### config.mk
export PLATFORM = sky130hd
export DESIGN_NAME = mps_analog_intl_detect
export DESIGN_NICKNAME = d
export VERILOG_FILES = /design/src/rtl/mps_intl_pkg.sv /design/src/rtl/mps_intl_limit_regs.sv /design/src/rtl/mps_analog_intl_detect.sv
export SDC_FILE = /design/constraint.sdc
export NUM_CORES = 2
export LEC_CHECK = 0
export ABC_AREA = 1
export CORE_ASPECT_RATIO = 0.8
export CORE_MARGIN = 3
export CORE_UTILIZATION = 35
export CTS_CLUSTER_SIZE = 10
export DETAILED_ROUTE_END_ITERATION = 10
export GPL_ROUTABILITY_DRIVEN = 0
export PLACE_DENSITY_LB_ADDON = 0.08
export SLEW_MARGIN = 20
export SYNTH_ARGS = -nofsm -noshare
export SYNTH_HDL_FRONTEND = slang
export SYNTH_SLANG_ARGS = --single-unit
### constraint.sdc
create_clock -name i_clk -period 13.15 [get_ports i_clk]
set_input_delay 2.63 -clock i_clk [delete_from_list [all_inputs] [get_ports i_clk]]
set_output_delay 2.63 -clock i_clk [all_outputs]
set_load 0.005 [all_outputs]
### src/rtl/mps_intl_pkg.sv
// -----------------------------------------------------------------------------
// mps_intl_pkg
// Shared constants and types for the MPS analog interlock detector.
//   - channel count and channel index width
//   - per-channel limit record {hi, lo, dly}
//   - reset-default limits (widest window, so no channel can trip)
//   - helper that maps a zero delay setting onto one sample
// -----------------------------------------------------------------------------
package mps_intl_pkg;

   localparam int MPS_INTL_CH_NUM = 18;
   localparam int MPS_INTL_CH_W   = 5;
   localparam int MPS_INTL_DATA_W = 16;
   localparam int MPS_INTL_CNT_W  = 16;

   // First channel index that is out of range.
   localparam logic [MPS_INTL_CH_W-1:0] MPS_INTL_CH_LIMIT = 5'd18;

   typedef struct packed {
      logic signed [MPS_INTL_DATA_W-1:0] hi;
      logic signed [MPS_INTL_DATA_W-1:0] lo;
      logic        [MPS_INTL_CNT_W-1:0]  dly;
   } mps_intl_limit_t;

   localparam logic signed [MPS_INTL_DATA_W-1:0] MPS_INTL_HI_RST  = 16'sh7FFF;
   localparam logic signed [MPS_INTL_DATA_W-1:0] MPS_INTL_LO_RST  = 16'sh8000;
   localparam logic        [MPS_INTL_CNT_W-1:0]  MPS_INTL_DLY_RST = 16'd1;

   localparam mps_intl_limit_t MPS_INTL_LIMIT_RST = '{
      hi:  MPS_INTL_HI_RST,
      lo:  MPS_INTL_LO_RST,
      dly: MPS_INTL_DLY_RST
   };

   // A delay of zero would trip before any sample is seen; treat it as one.
   function automatic logic [MPS_INTL_CNT_W-1:0] mps_intl_eff_dly(
      input logic [MPS_INTL_CNT_W-1:0] dly
   );
      mps_intl_eff_dly = (dly == 16'd0) ? 16'd1 : dly;
   endfunction

endpackage

### src/rtl/mps_intl_limit_regs.sv
// -----------------------------------------------------------------------------
// mps_intl_limit_regs
// Per-channel limit register file with synchronous write and registered read.
// A read and a write to the same channel on one edge return the old contents;
// the new values are visible from the following cycle.
// Ports:
//   i_clk, i_rst          clock, asynchronous active-low reset
//   wr_en, wr_ch          write strobe and channel (channel >= 18 ignored)
//   wr_hi, wr_lo, wr_dly  values to store
//   rd_ch                 channel to read (registered)
//   rd_hi, rd_lo, rd_dly  registered read data (defaults for channel >= 18)
// -----------------------------------------------------------------------------
module mps_intl_limit_regs
   import mps_intl_pkg::*;
(
   input  logic                              i_clk,
   input  logic                              i_rst,
   input  logic                              wr_en,
   input  logic [MPS_INTL_CH_W-1:0]          wr_ch,
   input  logic signed [MPS_INTL_DATA_W-1:0] wr_hi,
   input  logic signed [MPS_INTL_DATA_W-1:0] wr_lo,
   input  logic [MPS_INTL_CNT_W-1:0]         wr_dly,
   input  logic [MPS_INTL_CH_W-1:0]          rd_ch,
   output logic signed [MPS_INTL_DATA_W-1:0] rd_hi,
   output logic signed [MPS_INTL_DATA_W-1:0] rd_lo,
   output logic [MPS_INTL_CNT_W-1:0]         rd_dly
);

   mps_intl_limit_t lim_r [MPS_INTL_CH_NUM];
   mps_intl_limit_t rd_r;

   // Storage write and registered read; nonblocking order gives read-before-write.
   always_ff @(posedge i_clk or negedge i_rst) begin
      if (!i_rst) begin
         for (int i = 0; i < MPS_INTL_CH_NUM; i++) begin
            lim_r[i] <= MPS_INTL_LIMIT_RST;
         end
         rd_r <= MPS_INTL_LIMIT_RST;
      end else begin
         if (wr_en && (wr_ch < MPS_INTL_CH_LIMIT)) begin
            lim_r[wr_ch] <= '{hi: wr_hi, lo: wr_lo, dly: wr_dly};
         end
         if (rd_ch < MPS_INTL_CH_LIMIT) begin
            rd_r <= lim_r[rd_ch];
         end else begin
            rd_r <= MPS_INTL_LIMIT_RST;
         end
      end
   end

   assign rd_hi  = rd_r.hi;
   assign rd_lo  = rd_r.lo;
   assign rd_dly = rd_r.dly;

endmodule

### src/rtl/mps_analog_intl_detect.sv
// -----------------------------------------------------------------------------
// mps_analog_intl_detect
// Checks a channel-tagged ADC stream against per-channel signed limits,
// debounces consecutive out-of-range samples and latches tripped channels
// until i_intl_clr.  Three-stage pipeline, one sample per cycle, no stall:
// a sample accepted at edge E0 updates the latch at edge E0+3.
// Ports:
//   i_clk, i_rst                   clock, asynchronous active-low reset
//   i_adc_valid/ch/data            sample stream
//   i_cfg_we/ch/hi/lo/dly          limit configuration write
//   i_intl_en                      per-channel enable mask
//   i_intl_clr                     clear of all latches, counters, first fault
//   o_analog_intl, o_intl_any      latched trip vector and its OR
//   o_first_ch, o_first_valid      first channel to trip since last clear
//   o_first_ts                     cycle stamp of first trip (optional)
// Build option: define MPS_INTL_TRIP_TIMESTAMP_EN to add the 32-bit free-running
// cycle counter and the o_first_ts output.
// -----------------------------------------------------------------------------
module mps_analog_intl_detect
   import mps_intl_pkg::*;
(
   input  logic                              i_clk,
   input  logic                              i_rst,
   input  logic                              i_adc_valid,
   input  logic [4:0]                        i_adc_ch,
   input  logic signed [MPS_INTL_DATA_W-1:0] i_adc_data,
   input  logic                              i_cfg_we,
   input  logic [4:0]                        i_cfg_ch,
   input  logic signed [MPS_INTL_DATA_W-1:0] i_cfg_hi,
   input  logic signed [MPS_INTL_DATA_W-1:0] i_cfg_lo,
   input  logic [MPS_INTL_CNT_W-1:0]         i_cfg_dly,
   input  logic [MPS_INTL_CH_NUM-1:0]        i_intl_en,
   input  logic                              i_intl_clr,
   output logic [MPS_INTL_CH_NUM-1:0]        o_analog_intl,
   output logic                              o_intl_any,
   output logic [4:0]                        o_first_ch,
   output logic                              o_first_valid
`ifdef MPS_INTL_TRIP_TIMESTAMP_EN
  ,output logic [31:0]                       o_first_ts
`endif
);

   localparam int CH_NUM = MPS_INTL_CH_NUM;
   localparam int DATA_W = MPS_INTL_DATA_W;
   localparam int CNT_W  = MPS_INTL_CNT_W;

   localparam logic [CNT_W-1:0] CNT_ONE = {{(CNT_W-1){1'b0}}, 1'b1};
   localparam logic [CNT_W-1:0] CNT_MAX = {CNT_W{1'b1}};

   // S0: registered sample and limits read on the same edge
   logic                     s0_valid_s;
   logic                     s0_valid_r;
   logic [4:0]               s0_ch_r;
   logic signed [DATA_W-1:0] s0_data_r;
   logic signed [DATA_W-1:0] lim_hi_s;
   logic signed [DATA_W-1:0] lim_lo_s;
   logic [CNT_W-1:0]         lim_dly_s;

   // S1: compare result
   logic                     s1_oor_s;
   logic                     s1_valid_r;
   logic [4:0]               s1_ch_r;
   logic                     s1_oor_r;
   logic [CNT_W-1:0]         s1_dly_r;

   // S2: counter/latch update inputs
   logic                     s2_valid_r;
   logic [4:0]               s2_ch_r;
   logic                     s2_oor_r;
   logic [CNT_W-1:0]         s2_dly_r;

   logic [CNT_W-1:0]         cnt_r     [CH_NUM];
   logic [CNT_W-1:0]         cnt_nxt_s [CH_NUM];
   logic [CNT_W-1:0]         cnt_inc_s;
   logic                     trip_s;
   logic [CH_NUM-1:0]        trip_vec_s;
   logic [CH_NUM-1:0]        latch_nxt_s;
   logic                     first_valid_nxt_s;
   logic [4:0]               first_ch_nxt_s;

`ifdef MPS_INTL_TRIP_TIMESTAMP_EN
   logic [31:0]              ts_cnt_r;
`endif

   // Out-of-range channel tags never enter the pipeline.
   assign s0_valid_s = i_adc_valid && (i_adc_ch < MPS_INTL_CH_LIMIT);

   mps_intl_limit_regs u_limit_regs (
      .i_clk  (i_clk),
      .i_rst  (i_rst),
      .wr_en  (i_cfg_we),
      .wr_ch  (i_cfg_ch),
      .wr_hi  (i_cfg_hi),
      .wr_lo  (i_cfg_lo),
      .wr_dly (i_cfg_dly),
      .rd_ch  (i_adc_ch),
      .rd_hi  (lim_hi_s),
      .rd_lo  (lim_lo_s),
      .rd_dly (lim_dly_s)
   );

   // Strict signed window; an inverted window (hi < lo) flags every sample.
   assign s1_oor_s = (s0_data_r > lim_hi_s) || (s0_data_r < lim_lo_s);

   // Next-state of debounce counters, latches and first-fault capture.
   always_comb begin
      cnt_inc_s         = {CNT_W{1'b0}};
      trip_s            = 1'b0;
      trip_vec_s        = {CH_NUM{1'b0}};
      latch_nxt_s       = o_analog_intl;
      first_valid_nxt_s = o_first_valid;
      first_ch_nxt_s    = o_first_ch;
      for (int c = 0; c < CH_NUM; c++) begin
         // A disabled channel keeps its counter pinned at zero.
         cnt_nxt_s[c] = i_intl_en[c] ? cnt_r[c] : {CNT_W{1'b0}};
      end

      if (s2_valid_r && i_intl_en[s2_ch_r]) begin
         if (s2_oor_r) begin
            cnt_inc_s          = (cnt_r[s2_ch_r] == CNT_MAX) ? CNT_MAX
                                                             : (cnt_r[s2_ch_r] + CNT_ONE);
            cnt_nxt_s[s2_ch_r] = cnt_inc_s;
            trip_s             = (cnt_inc_s >= mps_intl_eff_dly(s2_dly_r));
         end else begin
            cnt_nxt_s[s2_ch_r] = {CNT_W{1'b0}};
         end
      end else begin
         trip_s = 1'b0;
      end

      trip_vec_s[s2_ch_r] = trip_s;

      if (i_intl_clr) begin
         // A trip landing on the clear edge survives, counter included.
         for (int c = 0; c < CH_NUM; c++) begin
            if (!(trip_s && (5'(c) == s2_ch_r))) begin
               cnt_nxt_s[c] = {CNT_W{1'b0}};
            end else begin
               cnt_nxt_s[c] = cnt_nxt_s[c];
            end
         end
         latch_nxt_s       = trip_vec_s;
         first_valid_nxt_s = trip_s;
         first_ch_nxt_s    = trip_s ? s2_ch_r : 5'd0;
      end else begin
         latch_nxt_s = o_analog_intl | trip_vec_s;
         if (!o_first_valid && trip_s) begin
            first_valid_nxt_s = 1'b1;
            first_ch_nxt_s    = s2_ch_r;
         end else begin
            first_valid_nxt_s = o_first_valid;
            first_ch_nxt_s    = o_first_ch;
         end
      end
   end

   // Pipeline registers, counters and registered outputs.
   always_ff @(posedge i_clk or negedge i_rst) begin
      if (!i_rst) begin
         s0_valid_r    <= 1'b0;
         s0_ch_r       <= 5'd0;
         s0_data_r     <= {DATA_W{1'b0}};
         s1_valid_r    <= 1'b0;
         s1_ch_r       <= 5'd0;
         s1_oor_r      <= 1'b0;
         s1_dly_r      <= {CNT_W{1'b0}};
         s2_valid_r    <= 1'b0;
         s2_ch_r       <= 5'd0;
         s2_oor_r      <= 1'b0;
         s2_dly_r      <= {CNT_W{1'b0}};
         for (int c = 0; c < CH_NUM; c++) begin
            cnt_r[c] <= {CNT_W{1'b0}};
         end
         o_analog_intl <= {CH_NUM{1'b0}};
         o_intl_any    <= 1'b0;
         o_first_ch    <= 5'd0;
         o_first_valid <= 1'b0;
`ifdef MPS_INTL_TRIP_TIMESTAMP_EN
         ts_cnt_r      <= 32'd0;
         o_first_ts    <= 32'd0;
`endif
      end else begin
         // Channel index is zeroed for idle slots so S2 never indexes past CH_NUM.
         s0_valid_r    <= s0_valid_s;
         s0_ch_r       <= s0_valid_s ? i_adc_ch : 5'd0;
         s0_data_r     <= i_adc_data;
         s1_valid_r    <= s0_valid_r;
         s1_ch_r       <= s0_ch_r;
         s1_oor_r      <= s1_oor_s;
         s1_dly_r      <= lim_dly_s;
         s2_valid_r    <= s1_valid_r;
         s2_ch_r       <= s1_ch_r;
         s2_oor_r      <= s1_oor_r;
         s2_dly_r      <= s1_dly_r;
         for (int c = 0; c < CH_NUM; c++) begin
            cnt_r[c] <= cnt_nxt_s[c];
         end
         o_analog_intl <= latch_nxt_s;
         o_intl_any    <= |latch_nxt_s;
         o_first_ch    <= first_ch_nxt_s;
         o_first_valid <= first_valid_nxt_s;
`ifdef MPS_INTL_TRIP_TIMESTAMP_EN
         ts_cnt_r      <= ts_cnt_r + 32'd1;
         if (i_intl_clr) begin
            o_first_ts <= trip_s ? ts_cnt_r : 32'd0;
         end else if (!o_first_valid && trip_s) begin
            o_first_ts <= ts_cnt_r;
         end
`endif
      end
   end

endmodule

==> out/metrics.cfg <==
[timing]
setup_violations=0
hold_viol_final=0
rsz0062_at_grt=no
slew_viol_final=0
finalCriticalPeriod_ns=7.91
relSlewSlack=0.252
fin_worst_skew_ns=0.0322
setup_tns_ns=0
fmax_mhz=126
worstMarginPinSlew_ns=1.12
fin_crit_sh=0.601

[critical_path]
critPathLaunch=s2_ch_r[0]$_DFF_PN0_
crit_fanout=46
crit_type=reg2reg
reg2regPathDepth=24
r2r_setup_slack_ns=5.24
endpoint_kind=flop
crit_required_ns=13.85
cp-endpoint=cnt_r[236]$_DFF_PN0_
rr_endpoint=cnt_r[236]$_DFF_PN0_
timing.rr.start=s2_ch_r[0]$_DFF_PN0_
startpoint_type=flop
cp.arrival_ns=8.61

[pwr]
clkPwrFrac=0.392
p_leak_nw=31.3
swShare=0.282
pwr-share-seq=0.478
power.density_nw_per_um2=146
ir_drop_uv=114
power_switching_mw=2.89
combPwrFrac=0.130
p_int_mw=7.34

[floorplanning]
core_sq_um=177000
die_w_um=479
die-area_sq_um=184000
die_height_um=384
fp-row-count=138
initial_core_util=0.353
io_pins=122

[drt]
wl_per_cell_um=22.7
wl_um=230000
via_per_inst=5.35
dr.pass1.iters=6
drt_iter0_markers=5454
vias=54200
ant_nets=0
drc=0

[synthesis]
synth.area.top_cells=dfrtp_1 39%, dfstp_2 14%, nand2_1 13%, o21ai_0 9.9%, a21oi_1 5.7%
ys_types=49
yosysSeqAreaShare=0.523
synthTopCellsByCount=2181 x nand2_1, 1234 x o21ai_0, 970 x dfrtp_1
synth-seq-cells=1293
syn-mean-instance-area_sq_um=7.96
synth_most_common_cell=nand2_1
synth_top_area_cell=dfrtp_1
async_flop_share=1.00
synth-main-ff-cell=dfrtp_1
synthCells=7870
ys_warn_count=0
syn-num-nets=8015
syn_area_sq_um=62600
synth-edff-count=0
synth_top_area_share=0.387

[final_layout]
final-seq-area_sq_um=32800
final_layout_size_suffix_gt1_frac=0.0892
multi_input_area_sq_um=25900
areaGrowthSynthToFinish_pct=11.8
final_nets=7789
fillCellCount=18200
post-route-util=0.395

[cts]
clock-sinks=1293
clkTransAtPathRegs_ns=0.06
cts_inserted_buffers=153
post_cts.repair.setup_buffers=0
cts-root-buf=clkbuf_16
cts.repair.resized=0
clockBufferDepth=3
cts-htree-levels=4
clock_latency_ns=0.78
cts_hold_buf=0
cts_tree=built

[hold_path]
hp-start=s1_valid_r$_DFF_PN0_
worstHoldPathType=reg2reg

[global_route]
grt_pass1_vias=51800
antenna_found_initial=14
grt_pass1_wl_um=345000
grt_max_degree=177
track_usage=0.247
overflow=0

[placed_design]
dp_hpwl_um=134000
port_buffers=121

[flow_run]
max-cap-violations=0

[outcome]
status=complete, no violations

power groups by stage:
stage / combinational (mW) / sequential, mW / clock [mW]
2_1_floorplan: 0.896 / 4.86 / 0
3_3_place_gp: 1.31 / 4.93 / 0
3_5_place_dp: 1.34 / 4.94 / 0
4_1_cts: 1.34 / 4.88 / 4.12
5_1_grt: 1.54 / 4.94 / 4.28
6_report: 1.33 / 4.88 / 4.01
per-layer routing:
metal,vias up,share of wire,GRT usage
met2,1644,0.44,0.378
met5,-,0,0
met1,26600,0.47,0.358
met4,0,0.030,0.0737
li1,25500,-,-
met3,332,0.059,0.0399
state kept, by name, summed over array words and instances (netlist names):
register / count
cnt_r: 288
o_analog_intl: 18
o_first_ch: 5
o_first_valid: 1
o_intl_any: 1
s0_ch_r: 5
s0_data_r: 16
s0_valid_r: 1
s1_ch_r: 5
s1_dly_r: 16
s1_oor_r: 1
s1_valid_r: 1
s2_ch_r: 5
s2_dly_r: 16
s2_oor_r: 1
s2_valid_r: 1
u_limit_regs.lim_r: 864
u_limit_regs.rd_dly: 16
u_limit_regs.rd_hi: 16
u_limit_regs.rd_lo: 16
kinds of logic after synthesis:
| group | synth area share |
|---|---|
| buf+inv | 0.0655 |
| compound gates | 0.205 |
| xor+xnor | 0.00182 |
| simple gates | 0.190 |
| flops | 0.523 |
| mux | 0.00543 |
| fa+ha+maj | 0.00959 |
worst max-delay path, cell delays in order, from the launching register on:
cell	delay [ns]
dfrtp_4	0.58
inv_4	0.29
buf_4	0.59
nor2_4	0.16
nand2_1	0.45
inv_2	0.29
a22oi_1	0.32
nand2_2	0.12
ha_1	0.22
inv_1	0.09
nor2_1	0.08
nand4_1	0.53
nand3_2	0.88
ha_1	0.67
nand4_1	0.09
nor3_1	0.21
nand3_1	0.11
nand3_1	0.10
buf_4	0.27
nand2_1	0.16
nor2_4	0.55
nand2_1	0.15
nand2_1	0.43
inv_1	0.24
a21oi_1	0.19
cell type report:
| cell class | count | area share |
|---|---|---|
| antenna | 5 | 0.000179 |
| clock buffer | 239 | 0.0619 |
| clock inverter | 11 | 0.00273 |
| inverter | 441 | 0.0239 |
| multi-input combinational | 5528 | 0.371 |
| sequential | 1293 | 0.468 |
| tap | 2380 | 0.0425 |
| timing repair buffer | 227 | 0.0301 |
placed cells by master (no fill, tap or decap), types with 6 or more instances in the layout:
master / count
o22ai_1: 26
nand3_2: 8
inv_2: 7
nand4_1: 23
o211ai_1: 97
a22oi_1: 20
buf_12: 7
inv_1: 423
o21ai_1: 30
a32oi_1: 9
clkbuf_8: 12
ha_1: 48
nor2_4: 19
o21ai_0: 1233
clkbuf_1: 71
dfrtp_1: 968
clkbuf_16: 156
mux2i_1: 34
nand3_1: 202
a21oi_1: 715
o21bai_1: 36
clkinv_1: 6
nand2_1: 2175
buf_4: 100
a211oi_1: 13
nand2_2: 7
a31oi_1: 207
dfstp_2: 323
nor3_1: 14
nor2_1: 569
clkdlybuf4s50_1: 116
nand2_4: 8
through the flow:
| step | total power [mW] | setup WS (ns) | area, sq um | hold slack [ns] | std cells |
|---|---|---|---|---|---|
| after floorplan | 5.76 | 8.39 | 62600 | 0.331 | 7870 |
| after global placement | 6.24 | 5.48 | 65400 | 0.332 | 9866 |
| after detailed placement | 6.28 | 5.34 | 65400 | 0.335 | 9867 |
| after CTS | 10.3 | 5.32 | 70000 | 0.342 | 10100 |
| after global routing | 10.8 | 4.67 | 70000 | 0.347 | 10100 |
| final | 10.2 | 5.24 | 70000 | 0.342 | 10100 |
worst min-delay path by stage:
stage                      endpoint  cells past startpoint
6_report       s2_valid_r$_DFF_PN0_                      0
3_5_place_dp   s1_ch_r[4]$_DFF_PN0_                      0
2_1_floorplan  s1_ch_r[0]$_DFF_PN0_                      0
4_1_cts        s1_ch_r[4]$_DFF_PN0_                      0
3_3_place_gp   s1_ch_r[0]$_DFF_PN0_                      0
5_1_grt        s1_ch_r[4]$_DFF_PN0_                      0
No activity file was read; power rests on OpenSTA's default activity.
